[src/rtl/usb_pkg.sv]
// Shared USB receive-path constants and types.
package usb_pkg;

  localparam int USB_STUFF_RUN_LEN = 6;
  localparam int USB_WORD_W        = 8;

  // Classification of the bit presented on the input this cycle.
  typedef enum logic [1:0] {
    BIT_IDLE  = 2'd0,
    BIT_KEEP  = 2'd1,
    BIT_STUFF = 2'd2
  } bit_kind_e;

endpackage

[src/rtl/usb_bit_unstuffer_deser_if.sv]
// Serial input stream plus unstuffed/deserialised outputs of the unstuffer.
interface usb_bit_unstuffer_deser_if #(
  parameter int RUN_LEN = usb_pkg::USB_STUFF_RUN_LEN,
  parameter int DATA_W  = usb_pkg::USB_WORD_W
);
  logic                         in_bit;
  logic                         in_valid;
  logic                         in_eop;
  logic                         out_bit;
  logic                         out_valid;
  logic [DATA_W-1:0]            word_data;
  logic                         word_valid;
  logic                         word_last;
  logic [$clog2(DATA_W+1)-1:0]  word_nbits;
  logic                         stuff_err;
  logic [$clog2(RUN_LEN+1)-1:0] one_count;

  modport master (
    output in_bit, in_valid, in_eop,
    input  out_bit, out_valid, word_data, word_valid, word_last,
           word_nbits, stuff_err, one_count
  );

  modport slave (
    input  in_bit, in_valid, in_eop,
    output out_bit, out_valid, word_data, word_valid, word_last,
           word_nbits, stuff_err, one_count
  );
endinterface

[src/rtl/usb_word_assembler.sv]
// LSB-first word assembler: collects kept bits, emits full words and
// flushes the partial word at end of packet.
module usb_word_assembler #(
  parameter int DATA_W = usb_pkg::USB_WORD_W,
  localparam int IDX_W = $clog2(DATA_W+1)
) (
  input  logic              clk,
  input  logic              rst,
  input  logic              shift_en,
  input  logic              shift_bit,
  input  logic              flush,
  input  logic              suppress,
  output logic [DATA_W-1:0] word_data,
  output logic              word_valid,
  output logic              word_last,
  output logic [IDX_W-1:0]  word_nbits
);

  logic [DATA_W-1:0] shift_r;
  logic [DATA_W-1:0] shift_nxt_s;
  logic [IDX_W-1:0]  idx_r;
  logic [IDX_W-1:0]  idx_nxt_s;
  logic              full_s;
  logic              emit_s;

  // Fold this cycle's bit into the word and decide whether a word leaves.
  always_comb begin
    shift_nxt_s = shift_r;
    idx_nxt_s   = idx_r;
    if (shift_en) begin
      shift_nxt_s = shift_r | ({{(DATA_W-1){1'b0}}, shift_bit} << idx_r);
      idx_nxt_s   = idx_r + IDX_W'(1);
    end else begin
      shift_nxt_s = shift_r;
      idx_nxt_s   = idx_r;
    end
    full_s = (idx_nxt_s == IDX_W'(DATA_W));
    // An empty word at eop (e.g. full word already sent) produces nothing.
    emit_s = (full_s || (flush && (idx_nxt_s != {IDX_W{1'b0}}))) && !suppress;
  end

  // Word outputs and assembly state; state clears on a full word or eop
  // even when emission is suppressed.
  always_ff @(posedge clk) begin
    if (rst) begin
      shift_r    <= {DATA_W{1'b0}};
      idx_r      <= {IDX_W{1'b0}};
      word_data  <= {DATA_W{1'b0}};
      word_valid <= 1'b0;
      word_last  <= 1'b0;
      word_nbits <= {IDX_W{1'b0}};
    end else begin
      if (emit_s) begin
        word_data  <= shift_nxt_s;
        word_valid <= 1'b1;
        word_last  <= flush;
        word_nbits <= idx_nxt_s;
      end else begin
        word_data  <= {DATA_W{1'b0}};
        word_valid <= 1'b0;
        word_last  <= 1'b0;
        word_nbits <= {IDX_W{1'b0}};
      end
      if (full_s || flush) begin
        shift_r <= {DATA_W{1'b0}};
        idx_r   <= {IDX_W{1'b0}};
      end else begin
        shift_r <= shift_nxt_s;
        idx_r   <= idx_nxt_s;
      end
    end
  end

endmodule

[src/rtl/usb_bit_unstuffer_deser.sv]
// USB receive bit unstuffer with LSB-first deserialiser.
// Optional feature macro: USB_UNSTUFF_ERR_EN (stuff-violation detection and
// per-packet word suppression). Without it, stuffed bits are dropped blindly.
module usb_bit_unstuffer_deser
  import usb_pkg::*;
#(
  parameter int RUN_LEN = USB_STUFF_RUN_LEN,
  parameter int DATA_W  = USB_WORD_W
) (
  input  logic                     clk,
  input  logic                     RST,
  usb_bit_unstuffer_deser_if.slave bus
);

  localparam int CNT_W = $clog2(RUN_LEN+1);

  bit_kind_e         bit_kind_s;
  logic [CNT_W-1:0]  one_count_r;
  logic [CNT_W-1:0]  one_count_nxt_s;
  logic              out_bit_r;
  logic              out_valid_r;
  logic              eop_s;
  logic              suppress_s;

  // Classify the incoming bit and compute the next run-of-ones count.
  always_comb begin
    bit_kind_s      = BIT_IDLE;
    one_count_nxt_s = one_count_r;
    if (bus.in_valid) begin
      if (one_count_r == CNT_W'(RUN_LEN)) begin
        bit_kind_s      = BIT_STUFF;
        one_count_nxt_s = {CNT_W{1'b0}};
      end else begin
        bit_kind_s      = BIT_KEEP;
        one_count_nxt_s = bus.in_bit ? (one_count_r + CNT_W'(1)) : {CNT_W{1'b0}};
      end
      if (bus.in_eop) begin
        one_count_nxt_s = {CNT_W{1'b0}};
      end else begin
        one_count_nxt_s = one_count_nxt_s;
      end
    end else begin
      bit_kind_s      = BIT_IDLE;
      one_count_nxt_s = one_count_r;
    end
  end

  assign eop_s = bus.in_valid & bus.in_eop;

  // Run counter and registered serial output.
  always_ff @(posedge clk) begin
    if (RST) begin
      one_count_r <= {CNT_W{1'b0}};
      out_bit_r   <= 1'b0;
      out_valid_r <= 1'b0;
    end else begin
      one_count_r <= one_count_nxt_s;
      out_valid_r <= (bit_kind_s == BIT_KEEP);
      out_bit_r   <= (bit_kind_s == BIT_KEEP) ? bus.in_bit : 1'b0;
    end
  end

`ifdef USB_UNSTUFF_ERR_EN
  logic stuff_hit_s;
  logic err_flag_r;
  logic stuff_err_r;

  assign stuff_hit_s = (bit_kind_s == BIT_STUFF) & bus.in_bit;
  // Suppress on the violating bit itself too, so an eop on it drops the flush.
  assign suppress_s  = err_flag_r | stuff_hit_s;

  // Sticky per-packet error flag and one-cycle violation pulse.
  always_ff @(posedge clk) begin
    if (RST) begin
      err_flag_r  <= 1'b0;
      stuff_err_r <= 1'b0;
    end else begin
      stuff_err_r <= stuff_hit_s;
      if (eop_s) begin
        err_flag_r <= 1'b0;
      end else if (stuff_hit_s) begin
        err_flag_r <= 1'b1;
      end else begin
        err_flag_r <= err_flag_r;
      end
    end
  end

  assign bus.stuff_err = stuff_err_r;
`else
  assign suppress_s    = 1'b0;
  assign bus.stuff_err = 1'b0;
`endif

  assign bus.out_bit   = out_bit_r;
  assign bus.out_valid = out_valid_r;
  assign bus.one_count = one_count_r;

  usb_word_assembler #(
    .DATA_W (DATA_W)
  ) u_asm (
    .clk        (clk),
    .rst        (RST),
    .shift_en   (bit_kind_s == BIT_KEEP),
    .shift_bit  (bus.in_bit),
    .flush      (eop_s),
    .suppress   (suppress_s),
    .word_data  (bus.word_data),
    .word_valid (bus.word_valid),
    .word_last  (bus.word_last),
    .word_nbits (bus.word_nbits)
  );

endmodule

[src/flat_wrapper.sv]
// flat-port wrapper written by rule: the top's interface ports become plain ports
module usb_bit_unstuffer_deser_flat import usb_pkg::*;
#(
  parameter int RUN_LEN = USB_STUFF_RUN_LEN,
  parameter int DATA_W  = USB_WORD_W
)
  (clk, RST, bus_in_bit, bus_in_valid, bus_in_eop, bus_out_bit, bus_out_valid, bus_word_data, bus_word_valid, bus_word_last, bus_word_nbits, bus_stuff_err, bus_one_count);
  usb_bit_unstuffer_deser_if #(.RUN_LEN(RUN_LEN), .DATA_W(DATA_W)) bus_i ();
  input  logic clk;
  input  logic RST;
  input wire logic [$bits(bus_i.in_bit)-1:0] bus_in_bit;
  input wire logic [$bits(bus_i.in_valid)-1:0] bus_in_valid;
  input wire logic [$bits(bus_i.in_eop)-1:0] bus_in_eop;
  output wire logic [$bits(bus_i.out_bit)-1:0] bus_out_bit;
  output wire logic [$bits(bus_i.out_valid)-1:0] bus_out_valid;
  output wire logic [$bits(bus_i.word_data)-1:0] bus_word_data;
  output wire logic [$bits(bus_i.word_valid)-1:0] bus_word_valid;
  output wire logic [$bits(bus_i.word_last)-1:0] bus_word_last;
  output wire logic [$bits(bus_i.word_nbits)-1:0] bus_word_nbits;
  output wire logic [$bits(bus_i.stuff_err)-1:0] bus_stuff_err;
  output wire logic [$bits(bus_i.one_count)-1:0] bus_one_count;
  assign bus_i.in_bit = bus_in_bit;
  assign bus_i.in_valid = bus_in_valid;
  assign bus_i.in_eop = bus_in_eop;
  assign bus_out_bit = bus_i.out_bit;
  assign bus_out_valid = bus_i.out_valid;
  assign bus_word_data = bus_i.word_data;
  assign bus_word_valid = bus_i.word_valid;
  assign bus_word_last = bus_i.word_last;
  assign bus_word_nbits = bus_i.word_nbits;
  assign bus_stuff_err = bus_i.stuff_err;
  assign bus_one_count = bus_i.one_count;
  usb_bit_unstuffer_deser #(.RUN_LEN(RUN_LEN), .DATA_W(DATA_W)) u_core (.clk(clk), .RST(RST), .bus(bus_i));
endmodule
[config.mk]
export PLATFORM = sky130hd
export DESIGN_NAME = usb_bit_unstuffer_deser_flat
export DESIGN_NICKNAME = d
export VERILOG_FILES = /design/src/rtl/usb_pkg.sv /design/src/rtl/usb_bit_unstuffer_deser_if.sv /design/src/rtl/usb_word_assembler.sv /design/src/rtl/usb_bit_unstuffer_deser.sv /design/src/flat_wrapper.sv
export SDC_FILE = /design/constraint.sdc
export NUM_CORES = 1
export LEC_CHECK = 0
export CORE_ASPECT_RATIO = 1.2
export CORE_MARGIN = 2
export CORE_UTILIZATION = 53
export DETAILED_ROUTE_END_ITERATION = 8
export GPL_TIMING_DRIVEN = 0
export PLACE_DENSITY_LB_ADDON = 0.15
export SKIP_CTS_REPAIR_TIMING = 1
export SLEW_MARGIN = 20
export SYNTH_ARGS = -nofsm -noshare
export SYNTH_HDL_FRONTEND = slang
export SYNTH_SLANG_ARGS = --single-unit
[constraint.sdc]
create_clock -name clk -period 4.3 [get_ports clk]
set_input_delay 0.43 -clock clk [delete_from_list [all_inputs] [get_ports clk]]
set_output_delay 0.43 -clock clk [all_outputs]
set_load 0.01 [all_outputs]
==> impl_metrics.csv <==
group,metric,value,unit
grt,antenna_found_initial,0,
synthesis,synth_compound_area_frac,0.2356,
layout,drive_above_1_share,0.1656,
timing,drv_slew,0,
grt,grt_use_total,0.2067,
floorplan,start_util,0.5537,
route,wl_met1,1110,um
synthesis,synthXorXnorAreaFrac,0.006931,
placed_design,dpl_cell_area,0.001523,sq mm
min_path,min-delay-start,"bus_in_bit",
timing,hold_viol,0,
layout,design_area,0.001609,sq mm
floorplan,row_count,19,
placed_design,io_buffers,22,
setup_path,r2r_end,"u_core.u_asm.word_data[1]",
floorplan,core_area,0.002282,sq mm
run_status,outcome,"complete, no violations",
route,dr.pass1.iters,4,
power_and_ir_drop,p_clk_frac,0.406,
setup_path,rrSetupSlack,2.18,ns
cts,worstSkewPairLatency,0.33,ns
power_and_ir_drop,peakVddDrop,0.0003486,V
synthesis,ys_ff_latch,31,
route,highest_layer,"met4",
setup_path,slowest_stage,"dfxtp_1",
power_and_ir_drop,p_int,450.8,uW
timing,rsz0062_at_grt,"false",
setup_path,end_kind,"flop",
timing,period_minus_slack,2.122,ns
route,ant_nets,0,
min_path,hold-path-cell-count,3,
route,drc,0,
route,wl_per_cell,13.82,um
cts,cts_buffer_depth,2,
layout,areaGrowthSynthToFinish,27.33,%
floorplan,die_area,0.002793,sq mm
setup_path,rr_startpoint,"u_core.bus.one_count[0]",
timing,fmax,471.2,MHz
floorplan,dieHeight,57.49,um
layout,layout_commonest_cell,"dfxtp_1",
setup_path,cpPeakStageDelay,0.41,ns
timing,period_share,0.4936,
floorplan,ioPinCount,25,
timing,tightest_slew,0.6323,ns
timing,maxSlewHeadroom,0.5784,
min_path,hold_end,"u_core.bus.out_bit",
synthesis,post_synth.cell_area_avg,10.44,sq um
layout,mostFrequentLayoutCells,"dfxtp_1, clkdlybuf4s50_1, nor3_1, a211oi_2",
layout,diodes,0,
route,wl_met2,1269,um
synthesis,synth_fp_nets,129,
synthesis,postSynth.asyncResetShare,0,
timing,setup_violations,0,
power_and_ir_drop,power_frac_comb,0.087,
grt,grt_first_pass_wirelength,4464,um
synthesis,yosys.area_share.simple,0.1584,
synthesis,synth_edf_count,0,
power_and_ir_drop,seqPwrFrac,0.507,
synthesis,synth_top_family_by_area,"compound AO/OA/AOI/OAI gates",
cts,clk_pin_slew,0.10,ns
job,maxCapViolCount,0,
setup_path,path_max_fanout,10,
min_path,hold_path_class,"in2reg",
setup_path,required,4.49,ns
cts,tritoncts,"yes",
route,num_vias,1024,
route,first_iter_violations,24,
power_and_ir_drop,swShare,0.2280,
synthesis,muxShareOfSynthArea,0.01980,
setup_path,critPathLaunchType,"flop",
setup_path,path_class,"reg2reg",
synthesis,syn-cell-area,0.001264,sq mm
synthesis,postSynthCellCount,121,
setup_path,worst_r2r_path_depth,8,
cts,numClockSinks,31,
route,met3_length,83,um
timing,finClkSkew,0.005170,ns
route,drt_wl_total,2516,um
route,post_drt_via_cell_ratio,5.626,
grt,grt_overflow,0,
synthesis,ys.flop_type,"dfxtp_1",
cts,cts-root-buf,"clkbuf_4",
synthesis,ys_types,36,
power_and_ir_drop,p_switching,133.1,uW
placed_design,gp_congestion,0.8225,
setup_path,crit_chain,"inv_1 -> ha_1 -> a21bo_1 -> buf_6 -> or3_4 -> o2111ai_1 -> buf_2 -> a211oi_2",
power_and_ir_drop,power.density,362.9,mW/mm^2
power_and_ir_drop,p_leak,0.5566,nW
setup_path,cp_top_family,"buffers and inverters",
grt,grt_pass1_vias,1025,
timing,finalSetupTns,0,ns
synthesis,synthAdderAreaFrac,0.02970,
setup_path,cp.arrival,2.32,ns
floorplan,die_w,48.58,um
cts,h-tree-depth,2,
setup_path,crit_buf_inv,3,
layout,layout.nets,158,
grt,grt_max_degree,11,
cts,cts_buffers,5,
placed_design,hpwlAfterDp,1810,um
layout,fill_cells,191,
synthesis,synth_seq_area_share,0.4911,
synthesis,yosys_warnings,0,
[cells by family (layout without fill, tap and decap cells)]
logic type | Yosys count | count (layout)
simple gates | 38 | 38
compound gates | 32 | 32
flops | 31 | 31
buf+inv | 13 | 43
fa+ha+maj | 3 | 3
mux | 2 | 2
other cells | 1 | 1
xor+xnor | 1 | 1
[area by class of cell]
cell class | instances | area [sq um] | share of cell area
multi-input cells | 77 | 573.1 | 0.3561
inverters | 3 | 11.26 | 0.006998
well taps | 31 | 38.79 | 0.02411
repair buffers | 22 | 220.2 | 0.1369
clock buffers | 6 | 51.30 | 0.03188
flip-flops and latches | 31 | 620.6 | 0.3857
plain buffers | 10 | 58.81 | 0.03655
clock inverters | 2 | 35.03 | 0.02177
[power groups by stage]
stage	clock network [mW]	registers (mW)	logic, mW
floorplan	0	0.303	0.0333
global placement	0	0.302	0.0499
detailed placement	0	0.302	0.0510
CTS	0.243	0.296	0.0510
global route	0.256	0.296	0.0562
finish	0.237	0.296	0.0509
[sequential cells by signal, indices dropped and copies added (netlist names)]
signal / cells
u_core.u_asm.word_data: 8
u_core.u_asm.idx_r: 4
u_core.u_asm.word_last: 1
u_core.u_asm.shift_r: 8
u_core.bus.one_count: 3
u_core.u_asm.word_valid: 1
u_core.u_asm.word_nbits: 4
u_core.bus.out_valid: 1
u_core.bus.out_bit: 1
[Yosys cell counts (2+ instances only)]
cell	count	area, sq um
a211oi_1	2	15.01
a211oi_2	9	112.6
a21oi_1	3	15.01
a41oi_1	8	70.07
and2_1	2	12.51
buf_2	2	10.01
buf_6	2	22.52
clkbuf_1	4	15.01
dfxtp_1	31	620.6
ha_1	3	37.54
inv_1	3	11.26
nand2_1	3	11.26
nand2b_1	3	18.77
nand3_1	2	10.01
nor2_1	8	30.03
nor2b_1	4	25.02
nor3_1	13	65.06
[metal layers]
metal  global-route usage  vias up
met4               0.1061        0
met5                    0        -
li1                     -      510
met1               0.2500      490
met3              0.04188        6
met2               0.3512       18
[tightest hold or removal path, cell delays in order]
cell      delay [ns]
clkbuf_1        0.20
nand2_1         0.13
nor2_1          0.04
[through the flow]
stage / util / std cells / worst slack, ns / power [mW] / hold slack, ns
6_report: 0.7050 / 182 / 2.178 / 0.5839 / 0.5041
3_3_place_gp: 0.6672 / 174 / 1.894 / 0.3520 / 0.4778
3_5_place_dp: 0.6672 / 174 / 1.835 / 0.3534 / 0.4988
2_1_floorplan: - / 121 / 2.340 / 0.3362 / 0.4762
5_1_grt: 0.7050 / 182 / 2.059 / 0.6090 / 0.5236
4_1_cts: 0.7050 / 182 / 2.172 / 0.5895 / 0.4964
[how the worst max path moves through the flow]
stage | start | to | slack, ns | cells past startpoint
after floorplan | u_core.bus.one_count[0] | u_core.u_asm.word_data[0] | 2.34 | 8
after global placement | bus_in_valid | u_core.u_asm.word_data[3] | 1.89 | 7
after detailed placement | bus_in_valid | u_core.u_asm.word_data[2] | 1.83 | 7
after CTS | u_core.bus.one_count[0] | u_core.u_asm.word_data[1] | 2.17 | 8
after global routing | u_core.bus.one_count[0] | u_core.u_asm.word_data[1] | 2.06 | 8
final | u_core.bus.one_count[0] | u_core.u_asm.word_data[1] | 2.18 | 8
Note: power is estimated with default switching activity, not from simulation.
==> RTL edit, RTL diff (config.mk and constraints unchanged) <==
Build with the macro `USB_UNSTUFF_ERR_EN` defined.
--- a/src/rtl/usb_bit_unstuffer_deser.sv
+++ b/src/rtl/usb_bit_unstuffer_deser.sv
@@ -2,4 +2,6 @@
 // Optional feature macro: USB_UNSTUFF_ERR_EN (stuff-violation detection and
 // per-packet word suppression). Without it, stuffed bits are dropped blindly.
+`define USB_UNSTUFF_ERR_EN
+
 module usb_bit_unstuffer_deser
   import usb_pkg::*;
Behaviour: not the same (a bounded check fails within 10 cycles, from zero or initial values and one cycle with RST high).
==> RTL edit against the original RTL <==
  * Die area is 7.0% higher
  * Worst hold slack got worse by 0.050 ns
  * Critical path depth fell by 1
  * Combinational power grew 16%
  * Total power up 4.1%
  * Setup slack lost 0.058 ns
  * Sequential cell count rose by 2
  * Via count increased by 12%
  * Synthesized area grew 7.6%
  * Wire length increased by 14%
  * Design area grew 6.6%
  * Critical endpoint unchanged
==> RTL edit: results (changes against the original RTL) <==
Logic synthesis:
- The number of distinct library cells after synthesis is 43 (was 36).
- The share of the yosys chip area belonging to registers is 48.6% (was 49.1%).
- The xor and xnor fraction of the mapped netlist area was 0.644% (was 0.693%).
- Top cells by instance count after synthesis: sky130_fd_sc_hd__dfxtp_1, sky130_fd_sc_hd__nor2_1, sky130_fd_sc_hd__nor3_1, sky130_fd_sc_hd__a21oi_1, sky130_fd_sc_hd__inv_1 (was sky130_fd_sc_hd__dfxtp_1, sky130_fd_sc_hd__nor3_1, sky130_fd_sc_hd__a211oi_2, sky130_fd_sc_hd__a41oi_1, sky130_fd_sc_hd__nor2_1).
- The synthesized-area fraction occupied by ao, oa, aoi and oai cells is 20.0% (was 23.6%).
- The post-synthesis share of cell area spent on full adders, half adders and majority gates is 2.76% (was 2.97%).
- Cells taking the most area after synthesis: sky130_fd_sc_hd__dfxtp_1, sky130_fd_sc_hd__nor3_1, sky130_fd_sc_hd__a21oi_1 (was sky130_fd_sc_hd__dfxtp_1, sky130_fd_sc_hd__a211oi_2, sky130_fd_sc_hd__a41oi_1).
- The net count after synthesis is 147 (was 129).
- The multiplexer share of the synthesized area was 3.13% (was 1.98%).

Place:
- The number of port buffers is 23 (was 22).
- The post-placement cell count is 195 (was 174).
- The placed standard-cell area came to 0.00163 mm^2 (was 0.00152 mm^2).

Final layout:
- The fraction of area in non-clock buffers is 16.1% (was 17.3%).
- The share of final layout cell area taken by clock buffers and inverters came to 4.89% (was 5.37%).
- The area of combinational cells with multiple inputs came to 631 um^2 (was 573 um^2).
- The multi-input combinational cell count is 92 (was 77).
- The layout overhead on the synthesized area is 26.1% (was 27.3%).
- The number of clock buffers in the layout was 5 (was 6).

Critical path:
- The worst endpoint data arrival time came to 2.39 ns (was 2.32 ns).
- The worst-case register-to-register setup slack came to 2.12 ns (was 2.18 ns).
- The maximum net fanout on the critical path is 8 (was 10).
- The depth of the worst register-to-register path came to 7 (was 8).

GRT:
- The largest net degree at the start of global routing was 13 (was 11).
- The met2 capacity usage during global routing is 38.5% (was 35.1%).
- The global routing usage summed across all routing layers is 21.3% (was 20.7%).
- The met1 global-route usage came to 21.9% (was 25.0%).

Route:
- The amount of wire on met2 after detailed routing is 1.45 mm (was 1.27 mm).
- The first-iteration detailed-routing DRC count came to 22 (was 24).

Run status:
- Status: complete, no violations (unchanged).

STA:
- The actual transition at the worst max-transition pin is 0.822 ns (was 0.632 ns).
- The clock skew after layout is 0.00778 ns (was 0.00517 ns).
- The final-layout worst hold slack came to 0.454 ns (was 0.504 ns).
- The post-route minimum period came to 2.18 ns (was 2.12 ns).

Power:
- The largest voltage drop on the vdd net came to 334 uV (was 349 uV).

Min path:
- The capture endpoint of the worst hold path is u_core.bus.stuff_err$_SDFF_PP0_ (was u_core.bus.out_bit$_SDFF_PP0_).
- The critical hold path startpoint was RST (was bus_in_bit).

Die:
- The inserted tap cell count is 33 (was 31).
## RTL edit: worst max-delay path, cell delays in order, from the launching register on
cell and delay [ns]:
sky130_fd_sc_hd__dfxtp_1 0.38, sky130_fd_sc_hd__inv_1 0.08, sky130_fd_sc_hd__ha_1 0.25, sky130_fd_sc_hd__a21bo_1 0.22, sky130_fd_sc_hd__buf_6 0.14, sky130_fd_sc_hd__mux2i_1 0.14
sky130_fd_sc_hd__o31ai_1 0.68, sky130_fd_sc_hd__a21oi_1 0.15
## RTL edit: report_power, final
group | internal, mW | leakage [nW] | switching, mW
registers | 0.311 | 0.267 | 0.00294
logic | 0.0247 | 0.339 | 0.0341
clock network | 0.123 | 0.0414 | 0.112
## RTL edit: through the flow
stage | worst slack (ns) | power, mW
2_1_floorplan | 2.42 | 0.358
3_3_place_gp | 1.82 | 0.377
3_5_place_dp | 1.80 | 0.379
4_1_cts | 2.11 | 0.613
5_1_grt | 1.94 | 0.627
6_report | 2.12 | 0.608
